[src/rtl/lcd_char_ctrl.sv]
// HD44780 character LCD controller: power-up init, single-byte writes, cursor tracking, automatic line wrap.
// Optional LCD_BUSY_POLL_EN: post-init waits become busy-flag polling with a CLR_CYC timeout.
module lcd_char_ctrl #(
  parameter int   COLS      = 16,
  parameter int   ROWS      = 2,
  parameter int   PWRUP_CYC = 750000,
  parameter int   EN_CYC    = 16,
  parameter int   CMD_CYC   = 2000,
  parameter int   CLR_CYC   = 82000,
  parameter logic BLON      = 1'b0
) (
  input  logic       CLOCK_50,
  input  logic       RESET,
  input  logic       in_valid,
  input  logic       in_rs,
  input  logic [7:0] in_data,
  output logic       in_ready,
  output logic       init_done,
  output logic       LCD_ON,
  output logic       LCD_BLON,
  output logic       LCD_EN,
  output logic       LCD_RS,
  output logic       LCD_RW,
  inout  wire  [7:0] LCD_DATA
);

  localparam int MAXC = (PWRUP_CYC > CLR_CYC) ? PWRUP_CYC : CLR_CYC;
  localparam int CW   = $clog2(MAXC + 2);

  typedef enum logic [3:0] {
    PWR_WAIT, INIT_SETUP, SETUP, EN_HI, WAIT, IDLE, WRAP, POLL_HOLD, POLL_SETUP, POLL_EN
  } state_t;

  function automatic logic [7:0] init_byte(input logic [2:0] i);
    case (i)
      3'd0, 3'd1, 3'd2: init_byte = 8'h30;
      3'd3:             init_byte = 8'h38;
      3'd4:             init_byte = 8'h0C;
      3'd5:             init_byte = 8'h01;
      3'd6:             init_byte = 8'h06;
      default:          init_byte = 8'h80;
    endcase
  endfunction

  function automatic logic [7:0] row_base(input logic [1:0] r);
    case (r)
      2'd0:    row_base = 8'h00;
      2'd1:    row_base = 8'h40;
      2'd2:    row_base = 8'h14;
      default: row_base = 8'h54;
    endcase
  endfunction

  state_t          state_q, state_d;
  logic [CW-1:0]   cnt_q, cnt_d;
  logic [2:0]      idx_q, idx_d;
  logic            long_q, long_d;
  logic            wrap_q, wrap_d;
  logic [1:0]      row_q, row_d;
  logic [5:0]      col_q, col_d;
  logic            en_q, en_d;
  logic            rs_q, rs_d;
  logic [7:0]      data_q, data_d;
  logic            ready_q, ready_d;
  logic            done_q, done_d;
  logic            wait_over;
  logic [1:0]      dec_row, next_row;
  logic [5:0]      dec_col;
  logic [7:0]      addr;
  logic [CW-1:0]   wait_lim;

`ifdef LCD_BUSY_POLL_EN
  localparam int TW = $clog2(CLR_CYC + EN_CYC + 4);
  logic          rw_q, rw_d;
  logic [TW-1:0] to_q, to_d;
  assign LCD_RW   = rw_q;
  assign LCD_DATA = rw_q ? 8'hzz : data_q;
`else
  assign LCD_RW   = 1'b0;
  assign LCD_DATA = data_q;
`endif

  assign in_ready  = ready_q;
  assign init_done = done_q;
  assign LCD_EN    = en_q;
  assign LCD_RS    = rs_q;
  assign LCD_ON    = 1'b1;
  assign LCD_BLON  = BLON;

  assign addr     = {1'b0, in_data[6:0]};
  assign next_row = (row_q == 2'(ROWS - 1)) ? 2'd0 : row_q + 2'd1;
  assign wait_lim = long_q ? CW'(CLR_CYC - 1) : CW'(CMD_CYC - 1);

  // Lowest matching row wins when row ranges overlap.
  always_comb begin
    dec_row = 2'd0;
    dec_col = 6'd0;
    for (int r = ROWS - 1; r >= 0; r--) begin
      if (addr >= row_base(2'(r)) && addr < row_base(2'(r)) + 8'(COLS)) begin
        dec_row = 2'(r);
        dec_col = 6'(addr - row_base(2'(r)));
      end
    end
  end

  always_comb begin
    state_d   = state_q;
    cnt_d     = cnt_q;
    idx_d     = idx_q;
    long_d    = long_q;
    wrap_d    = wrap_q;
    row_d     = row_q;
    col_d     = col_q;
    en_d      = en_q;
    rs_d      = rs_q;
    data_d    = data_q;
    ready_d   = ready_q;
    done_d    = done_q;
    wait_over = 1'b0;
`ifdef LCD_BUSY_POLL_EN
    rw_d      = rw_q;
    to_d      = to_q;
`endif
    case (state_q)
      PWR_WAIT: begin
        if (cnt_q == CW'(PWRUP_CYC)) begin
          state_d = INIT_SETUP;
          cnt_d   = '0;
          idx_d   = 3'd0;
          rs_d    = 1'b0;
          data_d  = init_byte(3'd0);
          long_d  = 1'b0;
        end else begin
          cnt_d = cnt_q + CW'(1);
        end
      end
      INIT_SETUP, SETUP, WRAP: begin
        state_d = EN_HI;
        en_d    = 1'b1;
        cnt_d   = '0;
      end
      EN_HI: begin
        if (cnt_q == CW'(EN_CYC - 1)) begin
          en_d  = 1'b0;
          cnt_d = '0;
`ifdef LCD_BUSY_POLL_EN
          state_d = done_q ? POLL_HOLD : WAIT;
`else
          state_d = WAIT;
`endif
        end else begin
          cnt_d = cnt_q + CW'(1);
        end
      end
      WAIT: begin
        if (cnt_q == wait_lim) begin
          cnt_d     = '0;
          wait_over = 1'b1;
        end else begin
          cnt_d = cnt_q + CW'(1);
        end
      end
      IDLE: begin
        if (in_valid) begin
          state_d = SETUP;
          ready_d = 1'b0;
          rs_d    = in_rs;
          data_d  = in_data;
          long_d  = 1'b0;
          if (in_rs) begin
            col_d  = col_q + 6'd1;
            wrap_d = (col_q + 6'd1 == 6'(COLS));
          end else if (in_data == 8'h01 || in_data == 8'h02) begin
            long_d = 1'b1;
            row_d  = 2'd0;
            col_d  = 6'd0;
          end else if (in_data[7]) begin
            row_d = dec_row;
            col_d = dec_col;
          end
        end
      end
`ifdef LCD_BUSY_POLL_EN
      // Data stays driven one clock after the EN fall before the bus turns around.
      POLL_HOLD: begin
        state_d = POLL_SETUP;
        rw_d    = 1'b1;
        rs_d    = 1'b0;
        to_d    = '0;
      end
      POLL_SETUP: begin
        state_d = POLL_EN;
        en_d    = 1'b1;
        cnt_d   = '0;
        to_d    = to_q + TW'(1);
      end
      POLL_EN: begin
        to_d = to_q + TW'(1);
        if (cnt_q == CW'(EN_CYC - 1)) begin
          en_d  = 1'b0;
          cnt_d = '0;
          if (LCD_DATA[7] && (to_q + TW'(1)) < TW'(CLR_CYC)) begin
            state_d = POLL_SETUP;
          end else begin
            rw_d      = 1'b0;
            wait_over = 1'b1;
          end
        end else begin
          cnt_d = cnt_q + CW'(1);
        end
      end
`endif
      default: state_d = PWR_WAIT;
    endcase

    if (wait_over) begin
      if (!done_q) begin
        if (idx_q == 3'd7) begin
          state_d = IDLE;
          ready_d = 1'b1;
          done_d  = 1'b1;
        end else begin
          idx_d   = idx_q + 3'd1;
          state_d = INIT_SETUP;
          rs_d    = 1'b0;
          data_d  = init_byte(idx_q + 3'd1);
          long_d  = (init_byte(idx_q + 3'd1) == 8'h01);
        end
      end else if (wrap_q) begin
        state_d = WRAP;
        wrap_d  = 1'b0;
        rs_d    = 1'b0;
        data_d  = 8'h80 | row_base(next_row);
        row_d   = next_row;
        col_d   = 6'd0;
        long_d  = 1'b0;
      end else begin
        state_d = IDLE;
        ready_d = 1'b1;
      end
    end
  end

  always_ff @(posedge CLOCK_50 or posedge RESET) begin
    if (RESET) begin
      state_q <= PWR_WAIT;
      cnt_q   <= '0;
      idx_q   <= 3'd0;
      long_q  <= 1'b0;
      wrap_q  <= 1'b0;
      row_q   <= 2'd0;
      col_q   <= 6'd0;
      en_q    <= 1'b0;
      rs_q    <= 1'b0;
      data_q  <= 8'h00;
      ready_q <= 1'b0;
      done_q  <= 1'b0;
`ifdef LCD_BUSY_POLL_EN
      rw_q    <= 1'b0;
      to_q    <= '0;
`endif
    end else begin
      state_q <= state_d;
      cnt_q   <= cnt_d;
      idx_q   <= idx_d;
      long_q  <= long_d;
      wrap_q  <= wrap_d;
      row_q   <= row_d;
      col_q   <= col_d;
      en_q    <= en_d;
      rs_q    <= rs_d;
      data_q  <= data_d;
      ready_q <= ready_d;
      done_q  <= done_d;
`ifdef LCD_BUSY_POLL_EN
      rw_q    <= rw_d;
      to_q    <= to_d;
`endif
    end
  end

endmodule
[config.mk]
export PLATFORM = sky130hd
export DESIGN_NAME = lcd_char_ctrl
export DESIGN_NICKNAME = d
export VERILOG_FILES = /design/src/rtl/lcd_char_ctrl.sv
export SDC_FILE = /design/constraint.sdc
export NUM_CORES = 1
export LEC_CHECK = 0
export ABC_AREA = 0
export BUFFER_PORTS_ARGS = -buffer_cell sky130_fd_sc_hd__buf_4
export CAP_MARGIN = 5
export CORE_MARGIN = 2
export CORE_UTILIZATION = 30
export DETAILED_ROUTE_END_ITERATION = 10
export SYNTH_ARGS = -nofsm -noshare
export SYNTH_HDL_FRONTEND = slang
export SYNTH_SLANG_ARGS = --single-unit
[constraint.sdc]
create_clock -name CLOCK_50 -period 4 [get_ports CLOCK_50]
set_clock_uncertainty 0.1 [all_clocks]
set_input_delay 0.8 -clock CLOCK_50 [delete_from_list [all_inputs] [get_ports CLOCK_50]]
set_output_delay 0.8 -clock CLOCK_50 [all_outputs]
set_load 0.02 [all_outputs]
# [After elaboration in Yosys (flattened, before gate mapping)]
# Cells that the tools add are included.
[op_classes] addsub=6 n_lt_le_gt_ge=4 eq_ne=28 n_mux=87 reduce_logical=12
[ops] operator="20-bit one-hot mux with 4 select lines" count=1
[ops] operator="6-bit two-way mux" count=12
[ops] operator="8-bit two-way mux" count=9
[ops] operator="20-bit two-way mux" count=3
[ops] operator="8-bit one-hot mux with 5 select lines" count=1
[ops] operator="1-bit two-way mux" count=33
[ops] operator="7-bit one-hot mux with 3 select lines" count=1
[ops] operator="20-bit by 1-bit adder with 20-bit output (second input constant)" count=1
[ops] operator="20-bit by 17-bit == test with 1-bit output" count=1
[ops] operator="20-bit == test (second input constant)" count=1
[ops] operator="20-bit by 4-bit == test with 1-bit output (second input constant)" count=1
[ops] operator="2-bit two-way mux" count=10
[ops] operator="4-bit two-way mux" count=5
[ops] operator="4-bit one-hot mux with 5 select lines" count=1
[ops] operator="3-bit two-way mux" count=6
[ops] operator="17-bit two-way mux" count=1
[ops] operator="8-bit by 1-bit == test with 1-bit output (second input constant)" count=2
[ops] operator="8-bit one-hot mux with 2 select lines" count=1
[ops] operator="3-bit == test (second input constant)" count=4
[ops] operator="4-bit by 3-bit == test with 1-bit output (second input constant)" count=3
[ops] operator="6-bit subtractor" count=2
[ops] operator="3-bit != test (second input constant)" count=3
[ops] operator="4-bit by 2-bit == test with 1-bit output (second input constant)" count=2
[ops] operator="8-bit by 2-bit == test with 1-bit output (second input constant)" count=1
[ops] operator="other kinds (25)" count=32
[totals] ff_bits=49 input_bits=12 output_inout_bits=15 word_cells=149

# [Logic depth before layout (Yosys ltp)]
# Gate-level depths: netlist of the first run.
[logic_depth] word_depth=14 depth_mapped=8

# [Least setup slack after synthesis of the first run]
# No wires, ideal clock.
[synth_path] path_type="register to register" from="register cnt_q[10]" to="register cnt_q[0]" setup_time_ns=0.119 arrival_time_ns=2.429 required_ns=3.781 slack_ns=1.352 stages_incl_launch_ff=8 cell_sequence="dfrtp_1 > buf_6 > or4_4 > or4_4 > or3_1 > a221oi_2 > buf_6 > nor2_1"
[synth_via] elab_chain_cells=3
[synth_lines] item="start, declared" line="55" rtl="logic [CW-1:0] cnt_q, cnt_d;"
[synth_lines] item="start signal, assigned" line="264" rtl="cnt_q <= cnt_d;"
[synth_lines] item="20-bit by 17-bit == test with 1-bit output, or another cell as far along" line="156" rtl="if (cnt_q == wait_lim) begin"
[synth_lines] item="20-bit two-way mux (on tied branches)" line="156, 126, 143"
[synth_lines] item="20-bit one-hot mux with 4 select lines (*)" line="124" rtl="case (state_q)"
# Every way passes the cells marked *; elsewhere a longest branch is shown, timed or not.
# A chain may end at the register's enable or synchronous reset.

# [Worst setup path in the final report of the first run]
[layout_path] from="register cnt_q[7]" to="register data_q[0], in the netlist LCD_DATA[0]"
[layout_via] elab_chain_cells=6
[layout_lines] item="20-bit == test" line="126" rtl="if (cnt_q == CW'(PWRUP_CYC)) begin"
[layout_lines] item="8-bit two-way mux" line="126"
[layout_lines] item="8-bit one-hot mux with 2 select lines" line="124"
[layout_lines] item="8-bit two-way mux (on tied branches)" line="218, 229"
[layout_lines] item="8-bit two-way mux" line="217" rtl="if (!done_q) begin"
[layout_lines] item="8-bit two-way mux (*)" line="216" rtl="if (wait_over) begin"
[layout_lines] item="via data_d[0]" line="63" rtl="logic [7:0] data_q, data_d;"
[layout_lines] item="end signal, assigned" line="272" rtl="data_q <= data_d;"
[layout_lines] item="end, declared" line="63"
# The timed path passes the listed nets; every way through them passes the cells marked *.

==> results of run 1 <==
## worst register-to-register path: cells and delay by family (launching register included)
kind | cells | cell delay, ns
compound gates | 2 | 0.55
simple gates | 3 | 1.62
flops | 1 | 0.45
## per-layer routing
layer	track usage (%)	up-vias	routed length, um
met1	20.2	1164	3460
met2	20.2	37	3150
met4	3.34	0	80
li1	-	1206	-
met5	0	-	0
met3	1.75	6	233
## kinds of logic after synthesis
family / count (synthesis)
and+or+nand+nor: 155
muxes: 2
adders and majority gates: 9
buffers and inverters: 30
xor gates and xnor gates: 23
DFF: 48
AOI/OAI and AO/OA: 63
other: 2
## state kept, by name, indices dropped and copies added, names as in the netlist
name	count
wrap_q	1
col_q	6
state_q	3
idx_q	3
LCD_DATA	8
init_done	1
in_ready	1
row_q	2
LCD_EN	1
LCD_RS	1
cnt_q	20
long_q	1
## final timing paths
check,endpoint,startpoint,depth (start not counted)
max in group asynchronous,cnt_q[13]$_DFFE_PP0P_,RESET,2
worst min-delay path,row_q[0]$_DFF_PP0_,row_q[0]$_DFF_PP0_,1
min in group asynchronous,cnt_q[1]$_DFFE_PP0P_,RESET,2
worst max register to register,LCD_DATA[0]$_DFF_PP0_,cnt_q[7]$_DFFE_PP0P_,5
worst max-delay path,LCD_DATA[0]$_DFF_PP0_,cnt_q[7]$_DFFE_PP0P_,5
worst min register to register,row_q[0]$_DFF_PP0_,row_q[0]$_DFF_PP0_,1
## power by group
part	internal, mW	switching (mW)	leakage [nW]
clock network	0.119	0.160	0.0410
logic	0.00943	0.0202	0.725
registers	0.488	0.00832	0.632
total	0.617	0.188	1.40
## Yosys cell counts, types with 7 or more instances
cell,number
inv_1,11
nand4_1,11
and3_1,9
nand2_1,29
a22oi_1,7
nor2_1,40
xor2_1,14
clkbuf_1,13
ha_1,9
nor4_1,7
nand3_1,18
o21ai_0,12
a21oi_1,13
dfrtp_1,48
xnor2_1,9
## final cells by class
| type | instances | area (um2) |
|---|---|---|
| Multi-Input combinational cell | 255 | 1610 |
| Clock inverter | 1 | 5.00 |
| Clock buffer | 6 | 72.6 |
| Timing Repair Buffer | 18 | 135 |
| Tap cell | 133 | 166 |
| Sequential cell | 48 | 1200 |
| Fill cell | 1039 | 6410 |
| Inverter | 11 | 41.3 |
## cell usage in the layout, fill, tap and decap left out, drive strengths merged, types with 9 or more instances in the layout
master / netlist / layout
o21ai: 12 / 12
xnor2: 9 / 9
inv: 11 / 11
and3: 10 / 10
nand2: 29 / 29
ha: 9 / 9
nand4: 11 / 11
nor2: 40 / 40
dfrtp: 48 / 48
nand3: 18 / 18
a21oi: 14 / 14
buf: 6 / 18
xor2: 14 / 14
## stage by stage
stage          power (mW)  instance area, um2  hold WS, ns  util (%)
2_1_floorplan       0.522                2950        0.378         -
3_5_place_dp        0.537                3150        0.406      32.7
3_3_place_gp        0.537                3150        0.401      32.7
6_report            0.805                3230        0.426      33.5
5_1_grt             0.842                3230        0.450      33.5
4_1_cts             0.818                3230        0.431      33.5
==> impl_metrics.env, run 1 <==
export IMPL_initial_core_util_pct=30.6
export IMPL_synthAdderAreaFrac_pct=3.82
export IMPL_cts_resized=0
export IMPL_r2r_slack_ns=1.14
export IMPL_synth_edf_count=0
export IMPL_cp_top_family="simple AND/OR/NAND/NOR gates"
export IMPL_synthMuxAreaShare_pct=0.679
export IMPL_synth_area_leaders="dfrtp_1 41%, nor2_1 5.1%, xor2_1 4.2%"
export IMPL_synth_compound_area_share_pct=14.4
export IMPL_period_minus_slack_ns=2.86
export IMPL_yosysTopAreaCellShare_pct=40.7
export IMPL_htreeDepth=2
export IMPL_core_area_um2=9640
export IMPL_drc_errors=0
export IMPL_gp_congestion=0.797
export IMPL_drive_above_1_share_pct=10.6
export IMPL_finalSetupViolCount=0
export IMPL_hp_class="reg2reg"
export IMPL_wl_um=6930
export IMPL_grt_overflow_total=0
export IMPL_track_usage_pct=13.3
export IMPL_fmax_mhz=349
export IMPL_peakVddDrop_mv=0.126
export IMPL_antenna_left=0
export IMPL_io_pins=27
export IMPL_synth_top_family_by_area="simple AND/OR/NAND/NOR gates"
export IMPL_required_ns=4.06
export IMPL_synth_yosys_seq_area_share_pct=40.7
export IMPL_ys_ff_latch=48
export IMPL_port_buffers=15
export IMPL_yosysTopAreaCell="dfrtp_1"
export IMPL_synth_distinct_cells=54
export IMPL_netlist_area_um2=2950
export IMPL_start_kind="register"
export IMPL_cpMaxStageDelayCell="or4_2"
export IMPL_cts_setup_buffers=0
export IMPL_clock_sinks=48
export IMPL_crit_type="reg2reg"
export IMPL_drtIter0Drc=102
export IMPL_synthCells=332
export IMPL_cts_tree="yes"
export IMPL_crit_chain="or4_2 -> o22ai_1 -> nand4_1 -> nor3_1 -> o21ai_0"
export IMPL_critPathCaptureType="register"
export IMPL_synth_simple_area_share_pct=28.4
export IMPL_worstPathMaxFanout=7
export IMPL_cts_root_buf="clkbuf_8"
export IMPL_synth_xor_area_share_pct=6.83
export IMPL_ctsHoldBuffers=0
export IMPL_finalHoldViolations=0
export IMPL_final_cell_count_no_fill=472
export IMPL_rsz0062_at_grt="false"
export IMPL_dr_total_vias=2413
export IMPL_slowest_delay_ns=0.68
export IMPL_worst_pin_slew_ns=1.02
export IMPL_status="complete, no violations"
export IMPL_finalWorstSetupSlack_ns=1.14
export IMPL_clockBufferDepth=2
export IMPL_place_ws_ns=1.18
export IMPL_numCtsBuffers=5
export IMPL_grt_pass1_wl_um=11400
export IMPL_die_area_um2=10600
export IMPL_synthArstFlopShare_pct=100
export IMPL_grt_max_degree=49
export IMPL_path_buf_inv=0
export IMPL_antenna_cells=0
export IMPL_die_w_um=103
export IMPL_antenna_found_initial=0
export IMPL_yosys_warnings=0
export IMPL_period_share_pct=71.6
export IMPL_nets=360
export IMPL_die_height_um=103
export IMPL_drt_pass1_iterations=4
export IMPL_worstPathArrival_ns=2.92
export IMPL_synth_avg_cell_area_um2=8.89
export IMPL_dp_hpwl_um=5010
export IMPL_clk_pin_slew_ns=0.09
export IMPL_leakagePower_nw=1.40
export IMPL_synth_top_flop_cell="dfrtp_1"
export IMPL_grt_pass1_vias=2201
export IMPL_clk_latency_ns=0.30
export IMPL_wire_per_inst_um=14.7
export IMPL_maxCapViolCount=0
export IMPL_drv_slew=0
export IMPL_relSlewSlack_pct=31.8
export IMPL_num_rows=36
export IMPL_tns_ns=0
export IMPL_area_delta_synth_final_pct=9.41
export IMPL_avgViaCountPerCell=5.11
export IMPL_powerDensity_nw_per_um2=249
export IMPL_placed_cells=465
No activity file was read; power rests on OpenSTA's default activity.
==> run 2: changes to the inputs <==
clock period = 2.4 ns   (was 4 ns; I/O delays follow)
==> impl_metrics.env, run 2 (synthesis gave the netlist of run 1 again) <==
export IMPL_clk_pin_slew_ns=0.09
export IMPL_rsz0062_at_grt="true"
export IMPL_layout_common_cells="52 x buf_4, 48 x dfrtp_1, 40 x nor2_1, 29 x nand2_1, 17 x nand3_1"
export IMPL_relSlewSlack_pct=49.6
export IMPL_slowest_delay_ns=0.54
export IMPL_r2r_slack_ns=-0.07
export IMPL_r2r_start="cnt_q[9]$_DFFE_PP0P_"
export IMPL_worstPathArrival_ns=2.56
export IMPL_finalInstanceArea_um2=3590
export IMPL_seq_power_share_pct=59.6
export IMPL_antenna_left=0
export IMPL_powerDensity_nw_per_um2=387
export IMPL_cts_tree="yes"
export IMPL_swShare_pct=23.0
export IMPL_fmax_mhz=405
export IMPL_fillers=990
export IMPL_io_pins=27
export IMPL_area_delta_synth_final_pct=21.7
export IMPL_dr_total_vias=2637
export IMPL_die_area_um2=10600
export IMPL_critPathCaptureType="register"
export IMPL_die_w_um=103
export IMPL_r2r_end="cnt_q[9]$_DFFE_PP0P_"
export IMPL_share_comb_of_total_power_pct=3.9
export IMPL_port_buffers=15
export IMPL_status="finished with violations"
export IMPL_dp_hpwl_um=5620
export IMPL_drc_errors=0
export IMPL_top_register="cnt_q"
export IMPL_leakagePower_nw=1.61
export IMPL_p_sw_mw=0.319
export IMPL_path_common_cell="or4_4"
export IMPL_finalSetupViolCount=20
export IMPL_initial_core_util_pct=30.6
export IMPL_antenna_found_initial=0
export IMPL_worst_pin_slew_ns=0.749
export IMPL_period_share_pct=103
export IMPL_die_height_um=103
export IMPL_power_internal_mw=1.07
export IMPL_drt_pass1_iterations=4
export IMPL_clockBufferDepth=2
export IMPL_wire_per_inst_um=14.9
export IMPL_track_usage_pct=14.3
export IMPL_cts_root_buf="clkbuf_8"
export IMPL_htreeDepth=2
export IMPL_cpMaxStageDelayCell="or4_4"
export IMPL_crit_chain="or4_4 -> or4_4 -> or3_4 -> a221oi_4 -> buf_4 -> buf_6 -> nor2_1"
export IMPL_r2r_cells=7
export IMPL_grt_pass1_vias=2383
export IMPL_numCtsBuffers=5
export IMPL_grt_overflow_total=0
export IMPL_clock_sinks=48
export IMPL_required_ns=2.49
export IMPL_wl_um=7630
export IMPL_tns_ns=-1.19
export IMPL_period_minus_slack_ns=2.47
export IMPL_nets=399
export IMPL_avgViaCountPerCell=5.15
export IMPL_maxCapViolCount=0
export IMPL_start_kind="register"
export IMPL_gp_congestion=0.805
export IMPL_crit_type="reg2reg"
export IMPL_finalHoldViolations=0
export IMPL_finalWorstSetupSlack_ns=-0.0689
export IMPL_final_cell_count_no_fill=512
export IMPL_placed_area_um2=3430
export IMPL_peakVddDrop_mv=0.224
export IMPL_clk_latency_ns=0.30
export IMPL_p_clk_share_pct=36.5
export IMPL_num_rows=36
export IMPL_placed_cells=500
export IMPL_power_mw=1.39
export IMPL_drtIter0Drc=218
export IMPL_antenna_cells=0
export IMPL_grt_max_degree=26
export IMPL_largest_reg_flops=20
export IMPL_place_ws_ns=-0.0523
export IMPL_ctsHoldBuffers=0
export IMPL_core_area_um2=9640
export IMPL_layout_commonest_cell="buf_4"
export IMPL_hp_class="in2async"
export IMPL_drive_above_1_share_pct=20.6
export IMPL_drv_slew=0
export IMPL_violations="setup timing"
export IMPL_grt_pass1_wl_um=12100
export IMPL_worstPathMaxFanout=5
[run 2: changes by cell type in the layout (fill, tap and decap cells not counted), sizes merged]
cell and change:
clkbuf +2, buf +39, clkinv -1
[run 2: per-layer routing]
layer	vias up	global-route usage, %	part of all wire [%]
met2	41	22.2	47
met1	1304	21.4	49
met5	-	0	0
met3	6	1.75	3.2
met4	0	3.34	0.97
li1	1286	-	-
[run 2: layout make-up]
| type | instances | area, um2 | share of cell area [%] |
|---|---|---|---|
| multi-input combinational | 255 | 1640 | 45.6 |
| sequential | 48 | 1200 | 33.5 |
| clock buffer | 8 | 90.1 | 2.51 |
| timing repair buffer | 57 | 455 | 12.7 |
| tap | 133 | 166 | 4.64 |
| inverter | 11 | 41.3 | 1.15 |
[run 2: worst max-delay path, delay by kind of cell, from the launching register on]
| family | cells | cell delay [ns] |
|---|---|---|
| flip-flops | 1 | 0.39 |
| AND/OR/NAND/NOR | 4 | 1.37 |
| AO/OA/AOI/OAI | 1 | 0.24 |
| buffers and inverters | 2 | 0.28 |
[run 2: how the worst max path moves through the flow]
| stage | start | end | cells after the start |
|---|---|---|---|
| floorplan | cnt_q[9]$_DFFE_PP0P_ | cnt_q[4]$_DFFE_PP0P_ | 6 |
| global placement | cnt_q[9]$_DFFE_PP0P_ | cnt_q[13]$_DFFE_PP0P_ | 6 |
| detailed placement | cnt_q[9]$_DFFE_PP0P_ | cnt_q[9]$_DFFE_PP0P_ | 6 |
| CTS | cnt_q[9]$_DFFE_PP0P_ | cnt_q[9]$_DFFE_PP0P_ | 6 |
| global route | cnt_q[9]$_DFFE_PP0P_ | cnt_q[9]$_DFFE_PP0P_ | 7 |
| finish | cnt_q[9]$_DFFE_PP0P_ | cnt_q[9]$_DFFE_PP0P_ | 7 |
[run 2: power by group through the flow]
stage	logic [mW]	clock network, mW	registers (mW)
after floorplan	0.0277	0	0.842
after global placement	0.0544	0	0.844
after detailed placement	0.0554	0	0.844
after CTS	0.0555	0.525	0.828
after global routing	0.0610	0.565	0.829
final	0.0543	0.507	0.828
[run 2: through the flow]
step                hold slack (ns)  utilization (%)
floorplan                     0.378                -
global placement              0.400             35.5
detailed placement            0.401             35.5
CTS                           0.145             36.5
global route                  0.174             37.2
finish                        0.128             37.2
[run 2: timing repair]
action                                 in CTS  in global routing
pin swaps                                   0                  1
endpoints found under the hold margin       0                  0
setup endpoints to repair                  20                 33
cloned                                      0                  2
resized for setup                           0                 12
buffers inserted                            0                  2
